$ cat src/rtl/superio_irqctl_pkg.sv
// Shared register map, bit positions and helpers for the SuperIO interrupt controller.
package superio_irq_pkg;

  localparam int NSRC_MAX = 16;

  typedef logic [15:0] reg_addr_t;

  localparam reg_addr_t REG_PEND_L   = 16'd0;
  localparam reg_addr_t REG_PEND_H   = 16'd1;
  localparam reg_addr_t REG_MASK_L   = 16'd2;
  localparam reg_addr_t REG_MASK_H   = 16'd3;
  localparam reg_addr_t REG_MODE_L   = 16'd4;
  localparam reg_addr_t REG_MODE_H   = 16'd5;
  localparam reg_addr_t REG_CTRL     = 16'd6;
  localparam reg_addr_t REG_VECTOR   = 16'd7;
  localparam reg_addr_t REG_RAW_L    = 16'd8;
  localparam reg_addr_t REG_RAW_H    = 16'd9;
  localparam reg_addr_t REG_SWTRIG_L = 16'd10;
  localparam reg_addr_t REG_SWTRIG_H = 16'd11;

  localparam int CTRL_EN_BIT   = 0;
  localparam int CTRL_IRQ_BIT  = 7;
  localparam int VEC_VALID_BIT = 7;

  // Source i lives in the L register of a pair for i < 8, otherwise in the H register.
  function automatic reg_addr_t byte_addr(input reg_addr_t base, input int i);
    return (i < 8) ? base : base + reg_addr_t'(1);
  endfunction

endpackage

$ cat src/rtl/superio_irqctl_if.sv
// SuperIO slave register bus: address, write data, read data, direction and chip select.
interface superio_irqctl_if #(
  parameter int AW = 4
);
  logic [AW-1:0] AD;
  logic [7:0]    DI;
  logic [7:0]    DO;
  logic          rw;
  logic          cs;

  modport master (output AD, DI, rw, cs, input DO);
  modport slave  (input AD, DI, rw, cs, output DO);
endinterface

$ cat src/rtl/superio_irqctl_prio.sv
// Combinational priority encoder: lowest set index of req, plus a valid flag.
module superio_irq_prio #(
  parameter int NSRC = 8
) (
  input  logic [NSRC-1:0] req,
  output logic [3:0]      idx,
  output logic            valid
);

  // Scanning downwards lets the lowest set index be the last one written.
  always_comb begin
    idx   = '0;
    valid = 1'b0;
    for (int i = NSRC - 1; i >= 0; i--) begin
      if (req[i]) begin
        idx   = 4'(i);
        valid = 1'b1;
      end
    end
  end

endmodule

$ cat src/rtl/superio_irqctl.sv
// Interrupt controller for the SuperIO bus: per-source mask and level/edge mode, one registered irq.
// Define SUPERIO_IRQCTL_SWTRIG_EN to add the write-only software trigger registers at 10/11.
module superio_irqctl
  import superio_irq_pkg::*;
#(
  parameter int NSRC = 8,
  parameter int AW   = 4
) (
  input  logic            clk,
  input  logic            rst,
  superio_irqctl_if.slave bus,
  input  logic [NSRC-1:0] src,
  output logic            irq
);

  logic [NSRC-1:0] pending;
  logic [NSRC-1:0] mask;
  logic [NSRC-1:0] mode;
  logic [NSRC-1:0] prev;
  logic            ctrl_en;

  logic [AW-1:0]   addr;
  reg_addr_t       reg_sel;
  logic            wr_en;
  logic [NSRC-1:0] rise;
  logic [NSRC-1:0] active;
  logic [NSRC-1:0] mask_nxt;
  logic [NSRC-1:0] mode_nxt;
  logic [NSRC-1:0] pend_clr;
  logic [NSRC-1:0] sw_set;
  logic [NSRC-1:0] pend_nxt;
  logic [3:0]      vec_idx;
  logic            vec_valid;
  logic [15:0]     pend_w;
  logic [15:0]     mask_w;
  logic [15:0]     mode_w;
  logic [15:0]     raw_w;

  assign addr    = bus.AD;
  assign reg_sel = reg_addr_t'(addr);
  assign wr_en   = bus.cs & ~bus.rw;
  assign rise    = src & ~prev;
  assign active  = pending & mask;

  superio_irq_prio #(.NSRC(NSRC)) u_prio (
    .req   (active),
    .idx   (vec_idx),
    .valid (vec_valid)
  );

  // Per-source view of this cycle's bus write; out-of-range bits simply do not exist.
  always_comb begin
    mask_nxt = mask;
    mode_nxt = mode;
    pend_clr = '0;
    sw_set   = '0;
    for (int i = 0; i < NSRC; i++) begin
      if (wr_en && reg_sel == byte_addr(REG_MASK_L, i)) mask_nxt[i] = bus.DI[i[2:0]];
      if (wr_en && reg_sel == byte_addr(REG_MODE_L, i)) mode_nxt[i] = bus.DI[i[2:0]];
      if (wr_en && reg_sel == byte_addr(REG_PEND_L, i)) pend_clr[i] = bus.DI[i[2:0]];
`ifdef SUPERIO_IRQCTL_SWTRIG_EN
      if (wr_en && reg_sel == byte_addr(REG_SWTRIG_L, i)) sw_set[i] = bus.DI[i[2:0]];
`endif
    end
  end

  // A mode flip discards the bit; otherwise new edges and triggers beat a same-cycle clear.
  always_comb begin
    pend_nxt = '0;
    for (int i = 0; i < NSRC; i++) begin
      if (mode_nxt[i] != mode[i])
        pend_nxt[i] = 1'b0;
      else if (mode[i])
        pend_nxt[i] = rise[i] | sw_set[i] | (pending[i] & ~pend_clr[i]);
      else
        pend_nxt[i] = src[i] | sw_set[i];
    end
  end

  always_ff @(posedge clk) begin
    if (!rst) begin
      pending <= '0;
      mask    <= '0;
      mode    <= '0;
      prev    <= '0;
      ctrl_en <= 1'b0;
      irq     <= 1'b0;
    end else begin
      prev    <= src;
      pending <= pend_nxt;
      mask    <= mask_nxt;
      mode    <= mode_nxt;
      if (wr_en && reg_sel == REG_CTRL) ctrl_en <= bus.DI[CTRL_EN_BIT];
      irq     <= ctrl_en & vec_valid;
    end
  end

  assign pend_w = 16'(pending);
  assign mask_w = 16'(mask);
  assign mode_w = 16'(mode);
  assign raw_w  = 16'(src);

  // Read data decodes straight from AD; unmapped and write-only addresses read 0.
  always_comb begin
    bus.DO = '0;
    case (reg_sel)
      REG_PEND_L: bus.DO = pend_w[7:0];
      REG_PEND_H: bus.DO = pend_w[15:8];
      REG_MASK_L: bus.DO = mask_w[7:0];
      REG_MASK_H: bus.DO = mask_w[15:8];
      REG_MODE_L: bus.DO = mode_w[7:0];
      REG_MODE_H: bus.DO = mode_w[15:8];
      REG_CTRL: begin
        bus.DO[CTRL_IRQ_BIT] = irq;
        bus.DO[CTRL_EN_BIT]  = ctrl_en;
      end
      REG_VECTOR: begin
        bus.DO[VEC_VALID_BIT] = vec_valid;
        bus.DO[3:0]           = vec_idx;
      end
      REG_RAW_L:  bus.DO = raw_w[7:0];
      REG_RAW_H:  bus.DO = raw_w[15:8];
      default:    bus.DO = '0;
    endcase
  end

endmodule
$ cat src/flat_wrapper.sv
// flat-port wrapper written by rule: the top's interface ports become plain ports
module superio_irqctl_flat import superio_irq_pkg::*;
#(
  parameter int NSRC = 8,
  parameter int AW   = 4
)
  (clk, rst, src, irq, bus_AD, bus_DI, bus_rw, bus_cs, bus_DO);
  superio_irqctl_if #(.AW(AW)) bus_i ();
  input  logic clk;
  input  logic rst;
  input  logic [NSRC-1:0] src;
  output logic irq;
  input wire logic [$bits(bus_i.AD)-1:0] bus_AD;
  input wire logic [$bits(bus_i.DI)-1:0] bus_DI;
  input wire logic [$bits(bus_i.rw)-1:0] bus_rw;
  input wire logic [$bits(bus_i.cs)-1:0] bus_cs;
  output wire logic [$bits(bus_i.DO)-1:0] bus_DO;
  assign bus_i.AD = bus_AD;
  assign bus_i.DI = bus_DI;
  assign bus_i.rw = bus_rw;
  assign bus_i.cs = bus_cs;
  assign bus_DO = bus_i.DO;
  superio_irqctl #(.NSRC(NSRC), .AW(AW)) u_core (.clk(clk), .rst(rst), .bus(bus_i), .src(src), .irq(irq));
endmodule
$ cat config.mk
export PLATFORM = sky130hd
export DESIGN_NAME = superio_irqctl_flat
export DESIGN_NICKNAME = d
export VERILOG_FILES = /design/src/rtl/superio_irqctl_pkg.sv /design/src/rtl/superio_irqctl_if.sv /design/src/rtl/superio_irqctl_prio.sv /design/src/rtl/superio_irqctl.sv /design/src/flat_wrapper.sv
export SDC_FILE = /design/constraint.sdc
export NUM_CORES = 1
export LEC_CHECK = 0
export BUFFER_PORTS_ARGS = -buffer_cell sky130_fd_sc_hd__buf_4
export CAP_MARGIN = 10
export CORE_MARGIN = 2
export CORE_UTILIZATION = 40
export DETAILED_ROUTE_END_ITERATION = 7
export GPL_TIMING_DRIVEN = 0
export PLACE_DENSITY_LB_ADDON = 0.12
export RECOVER_POWER = 25
export SLEW_MARGIN = 15
export SYNTH_ARGS = -nofsm -noshare
export SYNTH_HDL_FRONTEND = slang
export SYNTH_SLANG_ARGS = --single-unit
$ cat constraint.sdc
create_clock -name clk -period 2 [get_ports clk]
set_input_delay 0.3 -clock clk [delete_from_list [all_inputs] [get_ports clk]]
set_output_delay 0.3 -clock clk [all_outputs]
set_load 0.01 [all_outputs]
# --- Word-level counts from Yosys, hierarchy flattened ---
# Cells that the tools add are included.
classes:
  muxes: 44
  bitwise_logic: 31
  eq_ne: 13
  reduce_logical: 13
ops:
  columns: ["op", "count"]
  rows:
  - ["1-bit two-way mux", 32]
  - ["4-bit two-way mux", 7]
  - ["8-bit AND", 2]
  - ["16-bit zero test", 1]
  - ["2-bit OR reduction", 8]
  - ["3-bit case mux with 5 select lines", 1]
  - ["4-bit by 3-bit == test with 1-bit output, second input constant", 3]
  - ["1-bit case mux with 6 select lines", 2]
  - ["3-bit case mux with 4 select lines", 1]
  - ["1-bit AND", 10]
  - ["1-bit inverter", 10]
  - ["1-bit inequality test", 8]
  - ["8-bit inverter", 1]
  - ["1-bit bitwise OR", 8]
  - ["4-bit by 2-bit == test with 1-bit output, second input constant", 1]
  - ["4-bit == test, second input constant", 1]
  - ["1-bit logical AND", 4]
  - ["3-bit two-way mux", 1]
word_totals:
  ff_bits: 34
  out_inout_bits: 9
  word_cells: 114
  input_bits: 24

# --- Logic depth before layout (Yosys ltp) ---
# Gate-level depths: netlist (run 1).
logic_depth:
  ltp_word: 10
  mapped_depth: 7
  mapped_depth_nobuf: 4

# --- Cells and area by module ---
# A second synthesis (run 1) with hierarchy kept.
unflattened:
  cells_unflattened: 262
  hier_area_um2: 2164.6
modules_own_cells:
  columns: ["mod", "n_inst", "cells_each", "area_per_inst_um2", "seq_area_each_um2"]
  rows:
  - ["superio_irqctl", 1, 247, 2073.2, 680.7]
  - ["superio_irq_prio", 1, 15, 91.3, 0.0]

# --- Worst setup path after synthesis (run 1) ---
# No wires, ideal clock.
synth_path:
  path_type: "in2out"
  from: "in bus_AD[2]"
  to: "out bus_DO[2]"
  t_required_ps: 1700
  t_arrival_ps: 1516
  stages: 5
  n_path_buf: 1
  setup_slack_ps: 184
  cell_sequence: "buf_4 nor2b_1 nand3_1 a221o_1 o32ai_1"
synth_between:
  elab_chain_len: 2
  elab_cells_between_ends: 6
  classes_between: "eq/ne: 4; mux: 1; reduce/logical: 1"
synth_rtl:
  columns: ["item", "line", "text"]
  rows:
  - ["from (decl)", "flat_wrapper.sv:13", "input wire logic [$bits(bus_i.AD)-1:0] bus_AD;"]
  - ["16-bit zero test, or another cell as far along", "superio_irqctl.sv:106", "case (reg_sel)"]
  - ["3-bit case mux with 5 select lines *", "superio_irqctl.sv:106", null]
  - ["to (decl)", "flat_wrapper.sv:17", "output wire logic [$bits(bus_i.DO)-1:0] bus_DO;"]
# Every way passes the cells marked *; elsewhere a longest branch is shown, timed or not.

# --- Worst setup path after layout (run 1) ---
layout_path:
  from: "reg u_core.pending[3]"
  to: "out bus_DO[7]"
layout_between:
  elab_chain_len: 6
layout_rtl:
  columns: ["item", "line", "text"]
  rows:
  - ["from (decl)", "superio_irqctl.sv:16", "logic [NSRC-1:0] pending;"]
  - ["from (signal assigned)", "superio_irqctl.sv:90", "pending <= pend_nxt;"]
  - ["8-bit AND", "superio_irqctl.sv:43", "assign active = pending & mask;"]
  - ["1-bit two-way mux (4 in series)", "superio_irqctl_prio.sv:15", "if (req[i]) begin"]
  - ["1-bit case mux with 6 select lines", "superio_irqctl.sv:106", null]
# Every way passes these cells.

==> metrics, run 1 <==
outcome=finished with violations; violated checks=negative setup slack; Final Setup Violations=1; crit path to=bus_DO[7]; Initial Util=40.8%; cells after synthesis=251; post-synth cell types=47; worst-path fanout max=4; hold slack=257 ps; GRT Total Usage=21.9%; Final nets=313; Cell Pwr Density=566 nW/µm²; reg2reg path depth=3; cell area after layout=2480 µm²; asr flop ratio synth=0%; vias in the first global route=1,785; Pins Over Slew Limit=0; CTS Root Cell=clkbuf_8; DRC viols=0; insertion delay to the later sink of the worst-skew pair=280 ps; H-Tree Depth=2; DRT iter0 DRCs=113; Die Wd=75.5 µm; Yosys reg bits=34; drt wl/cell=16.6 µm; final setup margin=-44.1 ps; routability cong.=0.987; via density per instance=5.61; slew margin rel.=58.9%; wire length of the first global-routing pass=9.20 mm; Post-synth EDFFs=0; Least-Margin Pin Slew=616 ps; Max Clk Rate=489 MHz; clock transition at the registers of the reported paths=70 ps; met2 usage=31.8%; antenna violations before repair=0; leakage power=0.985 nW; Synth warnings=0; R2R Path End=u_core.irq; number of core rows=26; Final Cycle Share=102%; HP Class=input pin to register; antenna diode count=0; Num Clock Sinks=34; syn_area_per_cell=8.15 µm²; Synthesized Nets=275; Die Span Y=75.5 µm; busiest grt layer=met1; Layout area overhead=21.4%; pre-CTS WS=-240 ps; Critical R2R Launch=u_core.pending[3]; share of layout cells above drive strength 1=20.1%; post-synthesis cell area=2050 µm²; Hold Fails Final Rpt=0; IO Pins=33; GR Util met3=4.89%; Crit path arrival time=1740 ps; core area=5010 µm²; clk buf depth=2; CTS tree=built; VDD IR-drop max=240 µV; post-DP HPWL=4.23 mm; Finished Core Util=49.6%; grt met1 use=32.1%; Post-CTS Setup Inserts=0; Crit path required time=1700 ps; Port Buf Inserts=31; crit path time final=2040 ps; Worst Setup SP=u_core.pending[3]; RSZ-0062 raised after global routing=yes; Top FF cell, synth=dfxtp_1; reg2reg setup slack=960 ps; maxcap violations=0; Routed Antenna Nets=0; via count=2,015; dpl cell area=2370 µm²; Setup CP Type=register to output port; Overflow after GRT=0; critical path launch point type=register; Die ar.=5700 µm²; crit path capture type=output port; largest net degree at the start of global routing=11; first-pass detailed-route iteration total=4; skew final=5.57 ps; Seq/Total Area, Yosys=33.3%; final wirelength=5.95 mm; TritonCTS Buffers=5
[registers in the layout, indices dropped and copies added, names as in the netlist]
| signal | count |
|---|---|
| u_core.irq | 1 |
| u_core.mask | 8 |
| u_core.mode | 8 |
| u_core.prev | 8 |
| u_core.pending | 8 |
| u_core.ctrl_en | 1 |
[power by group]
part | total, mW | switching [mW] | internal [mW] | leakage, nW
Sequential | 0.717 | 0.0192 | 0.698 | 0.279
Clock | 0.482 | 0.242 | 0.240 | 0.0383
Combinational | 0.208 | 0.113 | 0.0945 | 0.668
[worst min-delay path by stage]
| stage | start | endpoint | slack, ps | depth (start not counted) |
|---|---|---|---|---|
| 2_1_floorplan | u_core.ctrl_en | u_core.irq | 420 | 2 |
| 6_report | src[4] | u_core.prev[4] | 260 | 3 |
| 3_5_place_dp | u_core.ctrl_en | u_core.irq | 460 | 2 |
| 5_1_grt | bus_DI[5] | u_core.pending[5] | 270 | 2 |
| 3_3_place_gp | u_core.ctrl_en | u_core.irq | 460 | 2 |
| 4_1_cts | src[4] | u_core.prev[4] | 260 | 3 |
[synth_stat cells, drive strengths merged, types with 2 or more instances]
master   number  area share [%]
inv           8             1.5
a2bb2oi       3             1.3
clkbuf       11             2.0
nand3        12             2.9
a22o          3             1.3
a32o          2            0.98
a22oi         8             4.2
a221o         2            0.98
nand2        39             7.2
a21boi        8             2.9
o31ai         6             2.2
o32a          2            0.98
a21oi         9             2.2
nor2          7             1.4
dfxtp        34              33
mux2i        13             6.4
and2         13             4.0
o21ai         9             2.2
nand4b        8             3.4
o22ai         6             1.8
a32oi         2            0.86
nor3          2            0.49
nand2b        7             2.1
a31oi         2            0.61
nor2b        14             4.3
buf           4             1.4
mux2          2             1.1
[area by class of cell]
type	count	area (µm²)
Clock buffer	7	76.3
Tap cell	70	87.6
Buffer	15	76.3
Timing Repair Buffer	31	225
Fill cell	548	2530
Inverter	8	30.0
Multi-Input combinational cell	194	1310
Sequential cell	34	682
[what timing repair did]
action	in CTS	in global routing
setup endpoints to repair	8	11
hold buffers	0	0
pin swaps	1	1
hold endpoints to repair	0	0
resized for setup	7	7
[critical path, cell delays in order (launching register included)]
cell and delay [ps]:
dfxtp_1 350, a22o_4 280, a221oi_4 210, a21oi_1 90
or3_1 380, buf_4 150
[routing by layer]
metal | vias up | share of wire (%)
li1 | 995 | -
met4 | 0 | 0.96
met1 | 963 | 50
met3 | 5 | 6.0
met5 | - | 0
met2 | 52 | 44
[cell usage in the layout, fill, tap and decap left out, types with 3 or more instances in the layout]
master / count
a2bb2oi_1: 3
clkbuf_2: 5
a22oi_1: 3
a21boi_1: 8
mux2i_1: 13
nand3_1: 12
o22ai_1: 6
nor2b_1: 13
clkbuf_1: 10
clkbuf_8: 5
and2_0: 6
o21ai_0: 3
a22oi_2: 5
inv_1: 8
a21oi_1: 9
dfxtp_1: 33
and2_1: 7
nor2_1: 6
buf_4: 30
o21ai_1: 6
o31ai_1: 6
nand4b_1: 8
nand2b_1: 7
nand2_1: 39
[per-stage QoR]
| step | cells | total power, mW | TNS, ps |
|---|---|---|---|
| floorplan | 251 | 0.836 | 0 |
| global placement | 352 | 0.933 | -1900 |
| detailed placement | 352 | 0.934 | -1760 |
| CTS | 359 | 1.42 | -46.0 |
| global route | 359 | 1.48 | -177 |
| finish | 359 | 1.41 | -44.1 |
[cells by family after synthesis]
kind of cell | after synthesis | synth area share, %
AO/OA/AOI/OAI | 70 | 25.8
flip-flops | 34 | 33.3
AND/OR/NAND/NOR | 109 | 28.6
multiplexers | 15 | 7.46
buffers and inverters | 23 | 4.89
Note: power is estimated with default switching activity, not from simulation.
==> run 2: changes to the inputs <==
- CORE_MARGIN: 2 -> 1
- CORE_UTILIZATION: 40 -> 50
- PLACE_DENSITY: unset -> 0.83
- PLACE_DENSITY_LB_ADDON: 0.12 -> unset
==> metrics, run 2 (synthesis results as in run 1) <==
largest stage delay on the critical path=360 ps (-20 ps); CTS Hold Bufs=0 (unchanged); antenna violations before repair=0 (unchanged); CTS Root Cell=clkbuf_8; first-pass detailed-route iteration total=5 (+1); insertion delay to the later sink of the worst-skew pair=290 ps (about the same); routability cong.=0.960 (-2.7%); Layout area overhead=22.4%; share of layout cells above drive strength 1=22.9% (+2.8 points); Critical R2R Launch=u_core.pending[3]; worst-path fanout max=4 (unchanged); Cell Pwr Density=582 nW/µm² (+2.7%); drt wl/cell=16.6 µm (about the same); largest net degree at the start of global routing=11 (unchanged); Hold Fails Final Rpt=0 (unchanged); VDD IR-drop max=418 µV (+74%); Worst Setup SP=u_core.pending[3]; leading cell type in the layout, fill and taps excluded=nand2_1; GRT Total Usage=29.1% (+7.2 points); outcome=finished clean; crit path time final=1970 ps (-69.8 ps); Initial Util=53.9% (+13 points); Overflow after GRT=0 (unchanged); crit path to=bus_DO[7]; Routed Antenna Nets=0 (unchanged); worst-path cell chain=a22o_4 > a221oi_4 > a21oi_1 > or3_1 > buf_6; post-DP HPWL=3.88 mm (-8.5%); H-Tree Depth=2 (unchanged); cell area after layout=2500 µm² (+0.86%); IO Pins=33 (unchanged); maxcap violations=0 (unchanged); crit path capture type=output port; Least-Margin Pin Slew=640 ps (+23.9 ps); critical path launch point type=register; slew margin rel.=57.3% (-1.6 points); Num Clock Sinks=34 (unchanged); slowest CP cell=dfxtp_4; Die Wd=66.0 µm (-13%); Port Buf Inserts=31 (unchanged); final wirelength=5.66 mm (-4.9%); Die Span Y=66.0 µm (-13%); skew final=2.21 ps (-3.37 ps); Final nets=316 (+0.96%); Crit path required time=1700 ps (about the same); via density per instance=6.20 (+10%); wire length of the first global-routing pass=9.34 mm (+1.6%); clk buf depth=2 (unchanged); DRC viols=0 (unchanged); R2R Path End=u_core.irq; Final Setup Violations=0 (-1); number of core rows=22 (-15%); antenna diode count=0 (unchanged); via count=2,113 (+4.9%); DRT iter0 DRCs=229 (+100%); Pins Over Slew Limit=0 (unchanged); CTS tree=built; Die ar.=4350 µm² (-24%); reg2reg path depth=3 (unchanged); Max Clk Rate=507 MHz (+3.5%); vias in the first global route=1,931 (+8.2%); core area=3800 µm² (-24%); Final Cycle Share=98.7% (-3.5 points); leakage power=1.01 nW (+2.6%); Setup CP Type=register to output port; dpl cell area=2340 µm² (-1.2%); HP Class=input pin to register; hold slack=251 ps (-5.88 ps); RSZ-0062 raised after global routing=yes; clock transition at the registers of the reported paths=70 ps (about the same); hold_sp=src[5]; Crit path arrival time=1670 ps (-70 ps); commonest non-fill, non-tap cells in the layout=nand2_1, buf_4, dfxtp_1; reg2reg setup slack=950 ps (about the same); TritonCTS Buffers=5 (unchanged)
## run 2: layout make-up
cell class / instances / area (µm²)
fill: 337 / 1290
clock inverter: 1 / 5.00
buffer: 15 / 76.3
inverter: 8 / 30.0
sequential: 34 / 688
timing repair buffer: 34 / 251
clock buffer: 7 / 86.3
tap: 48 / 60.1
multi-input combinational: 194 / 1310
## run 2: critical path, delay by kind of cell (launching register included)
| kind | cells | cell delay, ps |
|---|---|---|
| AND/OR/NAND/NOR | 1 | 330 |
| flip-flops | 1 | 360 |
| buffers and inverters | 1 | 130 |
| AO/OA/AOI/OAI | 3 | 570 |
## run 2: per-layer routing
metal | GRT usage, % | vias up | share of wire [%]
li1 | - | 999 | -
met1 | 38.3 | 1000 | 46
met2 | 46.2 | 102 | 44
met3 | 5.86 | 12 | 7.9
met4 | 11.7 | 0 | 2.6
met5 | 0 | - | 0
## run 2: how the worst min path moves through the flow
stage	to	cells past startpoint
floorplan	u_core.irq	2
global placement	u_core.irq	2
detailed placement	u_core.irq	2
CTS	u_core.prev[4]	3
global route	u_core.pending[5]	2
finish	u_core.prev[5]	3
## run 2: what timing repair did
item,CTS,global route
buffers inserted,3,0
gates resized for setup,9,12
pin swaps,3,1
endpoints found under the hold margin,0,0
gates cloned,0,0
setup endpoints to repair,3,10
## run 2: through the flow
| step | instances | TNS, ps | power, mW | utilization [%] | worst slack [ps] |
|---|---|---|---|---|---|
| after floorplan | 251 | 0 | 0.836 | - | 184 |
| after global placement | 330 | -1280 | 0.925 | 61.6 | -197 |
| after detailed placement | 330 | -670 | 0.929 | 61.6 | -109 |
| after CTS | 341 | 0 | 1.45 | 65.0 | 36.5 |
| after global routing | 341 | -37.6 | 1.51 | 65.9 | -37.6 |
| final | 341 | 0 | 1.46 | 65.9 | 25.7 |
## run 2: power by group
part / internal [mW] / total (mW) / switching (mW) / leakage (nW)
registers: 0.697 / 0.716 / 0.0189 / 0.280
clock network: 0.278 / 0.534 / 0.256 / 0.0482
logic: 0.0945 / 0.207 / 0.113 / 0.682
total: 1.07 / 1.46 / 0.388 / 1.01
